--- config.mk ---
export PLATFORM = sky130hd
export DESIGN_NAME = boot_loader
export DESIGN_NICKNAME = d
export VERILOG_FILES = /design/src/rtl/boot_loader_pkg.sv /design/src/rtl/boot_word_assembler.sv /design/src/rtl/boot_loader.sv
export SDC_FILE = /design/constraint.sdc
export NUM_CORES = 1
export LEC_CHECK = 0
export CAP_MARGIN = 0
export CORE_UTILIZATION = 45
export DETAILED_ROUTE_END_ITERATION = 10
export PLACE_DENSITY = 0.76
export SLEW_MARGIN = 20
export SYNTH_ARGS = -nofsm -noshare
export SYNTH_HDL_FRONTEND = slang
export SYNTH_HIERARCHICAL = 1
export SYNTH_SLANG_ARGS = --single-unit
--- constraint.sdc ---
create_clock -name clk -period 1.55 [get_ports clk]
set_input_delay 0.155 -clock clk [delete_from_list [all_inputs] [get_ports clk]]
set_output_delay 0.155 -clock clk [all_outputs]
set_load 0.005 [all_outputs]
--- src/rtl/boot_loader_pkg.sv ---
// Shared definitions for the flash-to-ITCM boot loader.
package boot_loader_pkg;

   typedef enum logic [3:0] {
      IDLE,
      CMD,
      ADDR_HI,
      ADDR_MID,
      ADDR_LO,
      READ,
      WRITE,
      DONE,
      ERROR
   } state_t;

   localparam int unsigned ITCM_ADDR_W    = 12;
   localparam logic [7:0]  FLASH_CMD_READ = 8'h03;
   localparam logic [7:0]  FLASH_DUMMY    = 8'h00;
   localparam logic [31:0] BLANK_ONES     = 32'hFFFF_FFFF;
   localparam logic [31:0] BLANK_ZEROS    = 32'h0000_0000;

   // States that own one outstanding SPI byte exchange.
   function automatic logic is_byte_state(input state_t s);
      return s inside {CMD, ADDR_HI, ADDR_MID, ADDR_LO, READ};
   endfunction

   // Erased (all ones) or zero-filled flash word.
   function automatic logic is_blank(input logic [31:0] w);
      return (w == BLANK_ONES) || (w == BLANK_ZEROS);
   endfunction

endpackage

--- src/rtl/boot_word_assembler.sv ---
// Byte-to-word shift register: first byte received lands in bits [7:0].
module boot_word_assembler
   import boot_loader_pkg::*;
(
   input  logic        clk,
   input  logic        rst_n,
   input  logic        byte_valid,
   input  logic [7:0]  byte_in,
   output logic [31:0] word,
   output logic [1:0]  byte_cnt,
   output logic        word_valid
);

   // Shift bytes in from the top; word_valid pulses the cycle the 4th byte lands.
   always_ff @(posedge clk or negedge rst_n) begin
      if (!rst_n) begin
         word       <= '0;
         byte_cnt   <= '0;
         word_valid <= 1'b0;
      end else begin
         word_valid <= byte_valid && (byte_cnt == 2'd3);
         if (byte_valid) begin
            word     <= {byte_in, word[31:8]};
            byte_cnt <= byte_cnt + 2'd1;
         end
      end
   end

endmodule

--- src/rtl/boot_loader.sv ---
// Copies WORD_COUNT words from SPI flash into ITCM, then releases core reset.
module boot_loader
   import boot_loader_pkg::*;
#(
   parameter int unsigned WORD_COUNT = 1024,
   parameter logic [23:0] FLASH_BASE = 24'h000000
) (
   input  logic        clk,
   input  logic        cpu_rst,
   output logic        spi_start,
   output logic [7:0]  spi_tx,
   input  logic        spi_done,
   input  logic [7:0]  spi_rx,
   output logic        spi_cs,
   output logic        itcm_we,
   output logic [11:0] itcm_addr,
   output logic [31:0] itcm_wdata,
   output logic        core_rst_n,
   output logic        boot_error
);

   localparam int unsigned IDX_W = (WORD_COUNT > 1) ? $clog2(WORD_COUNT) : 1;
   localparam logic [IDX_W-1:0] LAST_IDX = IDX_W'(WORD_COUNT - 1);

   state_t                  state;
   logic [IDX_W-1:0]        word_index;
   logic                    ld_we;
   logic [ITCM_ADDR_W-1:0]  ld_addr;
   logic [31:0]             asm_word;
   logic [1:0]              asm_byte_cnt;
   logic                    asm_word_valid;
   logic                    rx_take_c;

   // A completion counts only in a byte state once its start pulse has gone out.
   assign rx_take_c = spi_done && !spi_start && is_byte_state(state);

   boot_word_assembler u_asm (
      .clk        (clk),
      .rst_n      (cpu_rst),
      .byte_valid (rx_take_c && (state == READ)),
      .byte_in    (spi_rx),
      .word       (asm_word),
      .byte_cnt   (asm_byte_cnt),
      .word_valid (asm_word_valid)
   );

   // Load sequencer: command, address, then word reads with one write per word.
   always_ff @(posedge clk or negedge cpu_rst) begin
      if (!cpu_rst) begin
         state      <= IDLE;
         spi_start  <= 1'b0;
         spi_tx     <= '0;
         spi_cs     <= 1'b1;
         ld_we      <= 1'b0;
         ld_addr    <= '0;
         core_rst_n <= 1'b0;
         boot_error <= 1'b0;
         word_index <= '0;
      end else begin
         spi_start <= 1'b0;
         case (state)
            IDLE: begin
               state     <= CMD;
               spi_cs    <= 1'b0;
               spi_start <= 1'b1;
               spi_tx    <= FLASH_CMD_READ;
            end
            CMD: if (rx_take_c) begin
               state     <= ADDR_HI;
               spi_start <= 1'b1;
               spi_tx    <= FLASH_BASE[23:16];
            end
            ADDR_HI: if (rx_take_c) begin
               state     <= ADDR_MID;
               spi_start <= 1'b1;
               spi_tx    <= FLASH_BASE[15:8];
            end
            ADDR_MID: if (rx_take_c) begin
               state     <= ADDR_LO;
               spi_start <= 1'b1;
               spi_tx    <= FLASH_BASE[7:0];
            end
            ADDR_LO: if (rx_take_c) begin
               state     <= READ;
               spi_start <= 1'b1;
               spi_tx    <= FLASH_DUMMY;
            end
            READ: if (rx_take_c) begin
               if (asm_byte_cnt == 2'd3) begin
                  state   <= WRITE;
                  ld_we   <= 1'b1;
                  ld_addr <= ITCM_ADDR_W'(word_index) << 2;
               end else begin
                  spi_start <= 1'b1;
                  spi_tx    <= FLASH_DUMMY;
               end
            end
            WRITE: if (asm_word_valid) begin
               ld_we <= 1'b0;
               if ((word_index == '0) && is_blank(asm_word)) begin
                  state      <= ERROR;
                  spi_cs     <= 1'b1;
                  boot_error <= 1'b1;
               end else if (word_index == LAST_IDX) begin
                  state      <= DONE;
                  spi_cs     <= 1'b1;
                  core_rst_n <= 1'b1;
               end else begin
                  word_index <= word_index + IDX_W'(1);
                  state      <= READ;
                  spi_start  <= 1'b1;
                  spi_tx     <= FLASH_DUMMY;
               end
            end
            DONE:    state <= DONE;
            ERROR:   state <= ERROR;
            default: state <= IDLE;
         endcase
      end
   end

   // ITCM port belongs to the loader only while the core is held in reset.
   assign itcm_we    = ld_we & ~core_rst_n;
   assign itcm_addr  = core_rst_n ? '0 : ld_addr;
   assign itcm_wdata = core_rst_n ? '0 : asm_word;

endmodule

; Yosys cells after proc, flatten, opt, wreduce, memory -nomap -nowiden
; Index checks and enable logic that the tools add are counted.
[word_totals]
word_cells = 98
register_bits = 72
out_inout_bits = 57
inputBits = 11
[op_classes]
n_eq_ne = 23
reduce_logical = 23
n_mux = 34
bitwise = 4
addsub = 2
[op_table]
columns = cell, n
row1 = $mux 8, 6
row2 = $pmux 4 s9, 1
row3 = $eq 32x32->1 const B, 1
row4 = $logic_not 32->1, 1
row5 = $mux 32, 1
row6 = $mux 4, 8
row7 = $pmux 8 s4, 1
row8 = $eq 4x3->1 const B, 4
row9 = $ne 2x2->1 const B, 8
row10 = $reduce_and 7->1, 2
row11 = $mux 1, 12
row12 = $mux 12, 1
row13 = $reduce_and 4->1, 3
row14 = $add 10x1->10 const B, 1
row15 = $eq 10x10->1 const B, 1
row16 = $logic_not 10->1, 1
row17 = $reduce_and 3->1, 3
row18 = $eq 4x2->1 const B, 2
row19 = $ne 2x1->1 const B, 3
row20 = $logic_and 1x1->1, 5
row21 = $reduce_bool 5->1, 1
row22 = $eq 4x1->1 const B, 1
row23 = $eq 4x4->1 const B, 1
row24 = $logic_not 4->1, 1
row25 = 13 further kinds, 17

; Longest topological paths before layout
[depth]
word_depth = 6
ltp_mapped = 7

; By module
; Netlist, hierarchy kept.
[by_module_without_submodules]
columns = mod, cells_per_inst, area_each_um2, seq_area_each_um2, n_inst
row1 = boot_loader, 206, 1989.4, 752.0, 1
row2 = boot_word_assembler, 75, 1451.4, 875.8, 1

; Worst setup path before layout
; OpenSTA, ideal clock, no wires.
[synth_timing]
kind = register to register
startpoint = register spi_start
endpoint = register u_asm.word[0]
setup_ps = 125
synth_period_minus_slack_ps = 1592
path_buffers = 2
setup_slack_ps = -42
arrival_ps = 1467
required_time_ps = 1425
path_stages_with_launch = 6
cell_sequence = dfrtp_1 -> nand2b_1 -> nor4b_4 -> buf_6 -> buf_12 -> mux2_4
[synth_between]
elab_chain_cells = 4
[synth_rtl]
columns = element, line_no
row1 = "start, declared", boot_loader.sv:10  ; output logic spi_start,
row2 = "start signal, assigned", boot_loader.sv:51  ; spi_start <= 1'b0;
row3 = "start signal, assigned", boot_loader.sv:60  ; spi_start <= 1'b0;
row4 = "start signal, assigned", boot_loader.sv:65  ; spi_start <= 1'b1;
row5 = $logic_not 1->1, boot_loader.sv:35  ; assign rx_take_c = spi_done && !spi_start && is_byte_state(state);
row6 = $logic_and 1x1->1 (2 in series), boot_loader.sv:35
row7 = $logic_and 1x1->1, boot_loader.sv:40  ; .byte_valid (rx_take_c && (state == READ)),
row8 = "end signal, assigned", boot_word_assembler.sv:23  ; word <= {byte_in, word[31:8]};
row9 = "end, declared", boot_word_assembler.sv:9  ; output logic [31:0] word,
; Every way passes these cells.
; A chain may end at the register's enable or synchronous reset.

; Final worst setup path
[layout_timing]
startpoint = register state[0]
endpoint = register state[0]
[layout_between]
elab_chain_cells = 5
word_cells_on_any_way = 20
[layout_rtl]
columns = element, line_no
row1 = "start, declared", boot_loader.sv:25  ; state_t state;
row2 = "start signal, assigned", boot_loader.sv:50  ; state <= IDLE;
row3 = "start signal, assigned", boot_loader.sv:63  ; state <= CMD;
row4 = "start signal, assigned", boot_loader.sv:69  ; state <= ADDR_HI;
row5 = $eq 4x1->1 (tied with other cells), "boot_loader_pkg.sv:24, boot_loader.sv:61"
row6 = $reduce_bool 5->1, boot_loader_pkg.sv:24  ; return s inside {CMD, ADDR_HI, ADDR_MID, ADDR_LO, READ};
row7 = $logic_and 1x1->1, boot_loader.sv:35
row8 = $ne 2x2->1 (no source line), -
row9 = $reduce_and 7->1 (no source line), -
; Several ways; a longest one is shown, not always the timed one.

==> key figures <==
STA
  – Period utilization: 113%
  – Rel. slew slack: 50.5%
  – RSZ-0062 raised after global routing: yes
  – Setup TNS: -7.39 ns
  – Fmax: 569 MHz
  – Final WS setup: -0.209 ns
  – Final setup violating endpoints: 61
  – Final min period: 1.76 ns
  – Max Slew Vio Count: 0
  – Clock Skew: 0.00903 ns
  – Worst-Margin Slew: 0.736 ns
  – Hold Slack: 0.353 ns
  – Hold Violations, Final: 0

Synth
  – Seq/Total Area, Yosys: 47.3%
  – Post-Syn Area: 3440 sq um
  – Yosys reg bits: 65
  – Cell count after synthesis: 281
  – Synth cell types: 50
  – Syn_area_per_cell: 12.2 sq um
  – Yosys warning total: 6

Run status
  – Violated checks: setup timing
  – Status: complete, but fails checks

Drt
  – Post-Route WL: 10200 um
  – DR pass1 iterations: 4
  – ANT nets after route: 0
  – DRC: 0
  – DRT iter0 DRCs: 167
  – Avg Vias per Cell: 5.31
  – WL/cell: 18.9 um
  – Vias: 2885

Power and ir drop
  – Switching portion of total power: 34.2%
  – Peak VDD IR: 1.11 mV
  – Combinational share of power: 53.2%
  – Clock share of power: 14.9%
  – P_sw: 2.86 mW
  – Leak Pwr: 2.70 nW
  – Seq pwr share: 31.9%
  – Power Density: 1540 nW/um^2
  – Internal power: 5.50 mW

Global route
  – GRT Total Usage: 26.0%
  – Pin count of the biggest net entering global routing: 66
  – GRT overflow: 0
  – Antenna violations before repair: 0
  – Vias in the first global route: 2985
  – First-pass GRT wire length: 15100 um

Placed design
  – DP Area: 4610 sq um
  – Place WS: -0.367 ns
  – Number of port buffers: 59
  – Post-placement cell count: 500
  – Final GP Congestion: 0.823
  – HPWL after DPL: 5430 um

Final layout
  – Nets: 454
  – Multi-input logic area: 1970 sq um
  – Non-Filler Instances: 543
  – N_diodes: 0
  – Fin area: 5450 sq um
  – Fillcell total: 449
  – Area Overhead vs Synth: 58.4%
  – FF/Latch Area: 1630 sq um
  – Layout cells sized above 1: 50.7%

Run
  – Max Cap Viol: 0

Floorplan
  – Core footprint: 7330 sq um
  – Horiz. Die Dim: 89.4 um
  – Area of the die: 8000 sq um
  – Initial core utilization: 46.9%
  – Die H: 89.4 um
  – Rows: 31
  – # IOs: 68

Clocking
  – CTS tree: done
  – Clk_lat worst skew: 0.34 ns
  – CTS Buffer Depth: 2
  – # clock sinks: 65
  – CTS clk-pin slew, worst paths: 0.07 ns
  – H-tree level count: 3
  – Clk Tree Root Cell: clkbuf_8
  – Cts bufs inserted: 9

Critical path
  – Worst r2r src: state[0]
  – Critical path peak fanout: 4
  – Worst Path Arrival: 1.98 ns
  – CP startpoint kind: flop
  – Worst R2R End: state[0]
  – Kind of critical path: reg -> reg
  – Worst R2R Setup Slack: -0.21 ns
  – Crit end category: flop
  – Cells on worst reg2reg path: 6
  – Req. time, crit path: 1.77 ns

Hold path
  – Tightest Hold Check Type: in -> async
==> registers in the layout, summed over array words and instances (netlist names) <==
register	count
spi_start	1
word_index	10
boot_error	1
u_asm/word	32
state	4
spi_cs	1
core_rst_n	1
u_asm/word_valid	1
ld_addr	10
u_asm/byte_cnt	2
spi_tx	1
ld_we	1
==> cells in the final DEF (no fill, tap or decap), drive strengths merged, types with 12 or more instances in the layout <==
master / count
buf: 103
dfrtp: 64
nor2b: 44
mux2: 43
dlygate4sd2: 37
clkdlybuf4s50: 14
nand4: 13
nor4: 13
nand2: 13
clkbuf: 12
==> metrics by stage <==
step                      util [%]  power, mW
after CTS                     70.0       7.68
after floorplan                  -       3.95
final                         74.3       8.37
after detailed placement      62.9       5.72
after global routing          74.3       8.73
after global placement        62.9       5.60
==> timing repair <==
action | CTS | global route
buffers inserted | 13 | 12
pin swaps | 10 | 24
hold buffers | 1 | 0
hold endpoints to repair | 64 | 0
gates resized for setup | 83 | 70
gates cloned | 6 | 1
endpoints found under the setup margin | 98 | 71
==> layout make-up <==
| cell class | instances | share of cell area (%) |
|---|---|---|
| multi-input cells | 196 | 36.1 |
| flip-flops and latches | 65 | 29.9 |
| repair buffers | 163 | 28.4 |
| clock buffers | 11 | 2.59 |
| well taps | 99 | 2.27 |
| clock inverters | 4 | 0.367 |
| inverters | 5 | 0.344 |
==> cell usage after synthesis (all sizes together) <==
master / instances / share of area [%]
xor2: 2 / 0.51
o2bb2ai: 1 / 0.25
and2: 2 / 0.44
clkbuf: 4 / 0.44
and4: 2 / 0.58
and2b: 1 / 0.22
o21ai: 7 / 1.1
buf: 18 / 5.3
o22a: 1 / 0.25
mux2: 43 / 18
or2: 2 / 0.36
inv: 5 / 0.55
a221oi: 1 / 0.76
nor3: 3 / 0.44
a21o: 3 / 0.65
nand4b: 2 / 0.51
a2111oi: 1 / 0.29
nand2b: 1 / 0.18
a21oi: 1 / 0.15
dfstp: 1 / 0.76
nor4: 13 / 2.4
nand4: 13 / 2.5
a22oi: 1 / 0.36
nand3: 3 / 0.58
dfrtp: 64 / 47
a2bb2oi: 1 / 0.25
nor2b: 44 / 8.0
a311oi: 1 / 0.25
xnor2: 7 / 1.8
ha: 3 / 1.1
nor4b: 1 / 0.69
nor2: 7 / 0.84
nand2: 13 / 1.4
a31oi: 2 / 0.36
conb: 1 / 0.11
a31o: 1 / 0.25
a32o: 1 / 0.29
and3: 4 / 0.73
==> worst max path at each step <==
stage,to,start,slack [ns]
after detailed placement,u_asm/word[30],spi_done,-0.37
final,state[0],state[0],-0.21
after floorplan,word_index[1],u_asm/word[25],-0.04
after global placement,u_asm/byte_cnt[1],spi_done,-0.34
after global routing,word_index[1],u_asm/word[16],-0.26
after CTS,word_index[1],u_asm/word[3],-0.18
==> routing by layer <==
layer	global-route usage, %	vias up	wire, um
li1	-	1295	-
met2	45.4	116	5320
met4	11.7	0	314
met5	0	-	0
met3	2.95	34	388
met1	32.5	1440	4210
==> power by group through the flow <==
stage / clock network, mW / logic, mW / registers (mW)
after global placement: 0 / 3.12 / 2.47
after CTS: 1.24 / 3.87 / 2.57
after global routing: 1.33 / 4.68 / 2.72
after floorplan: 0 / 1.46 / 2.49
final: 1.25 / 4.46 / 2.67
after detailed placement: 0 / 3.20 / 2.52
==> cells by family (layout without fill, tap and decap cells) <==
kind of cell | count (synthesis) | after routing | synth area share, %
and+or+nand+nor | 111 | 111 | 19.9
DFF | 65 | 65 | 47.3
muxes | 43 | 43 | 17.8
buffers and inverters | 27 | 183 | 6.25
AOI/OAI and AO/OA | 22 | 22 | 5.27
xor gates and xnor gates | 9 | 9 | 2.29
adders and majority gates | 3 | 3 | 1.09
other | 1 | 8 | 0.109
==> worst max-delay path, stage by stage (launching register included) <==
cell and delay, ns:
dfrtp_1 0.44, and2b_1 0.21, buf_4 0.14, a22oi_2 0.26
a221oi_4 0.14, buf_6 0.15, a2111oi_4 0.31
(Power assumes the default switching activity.)
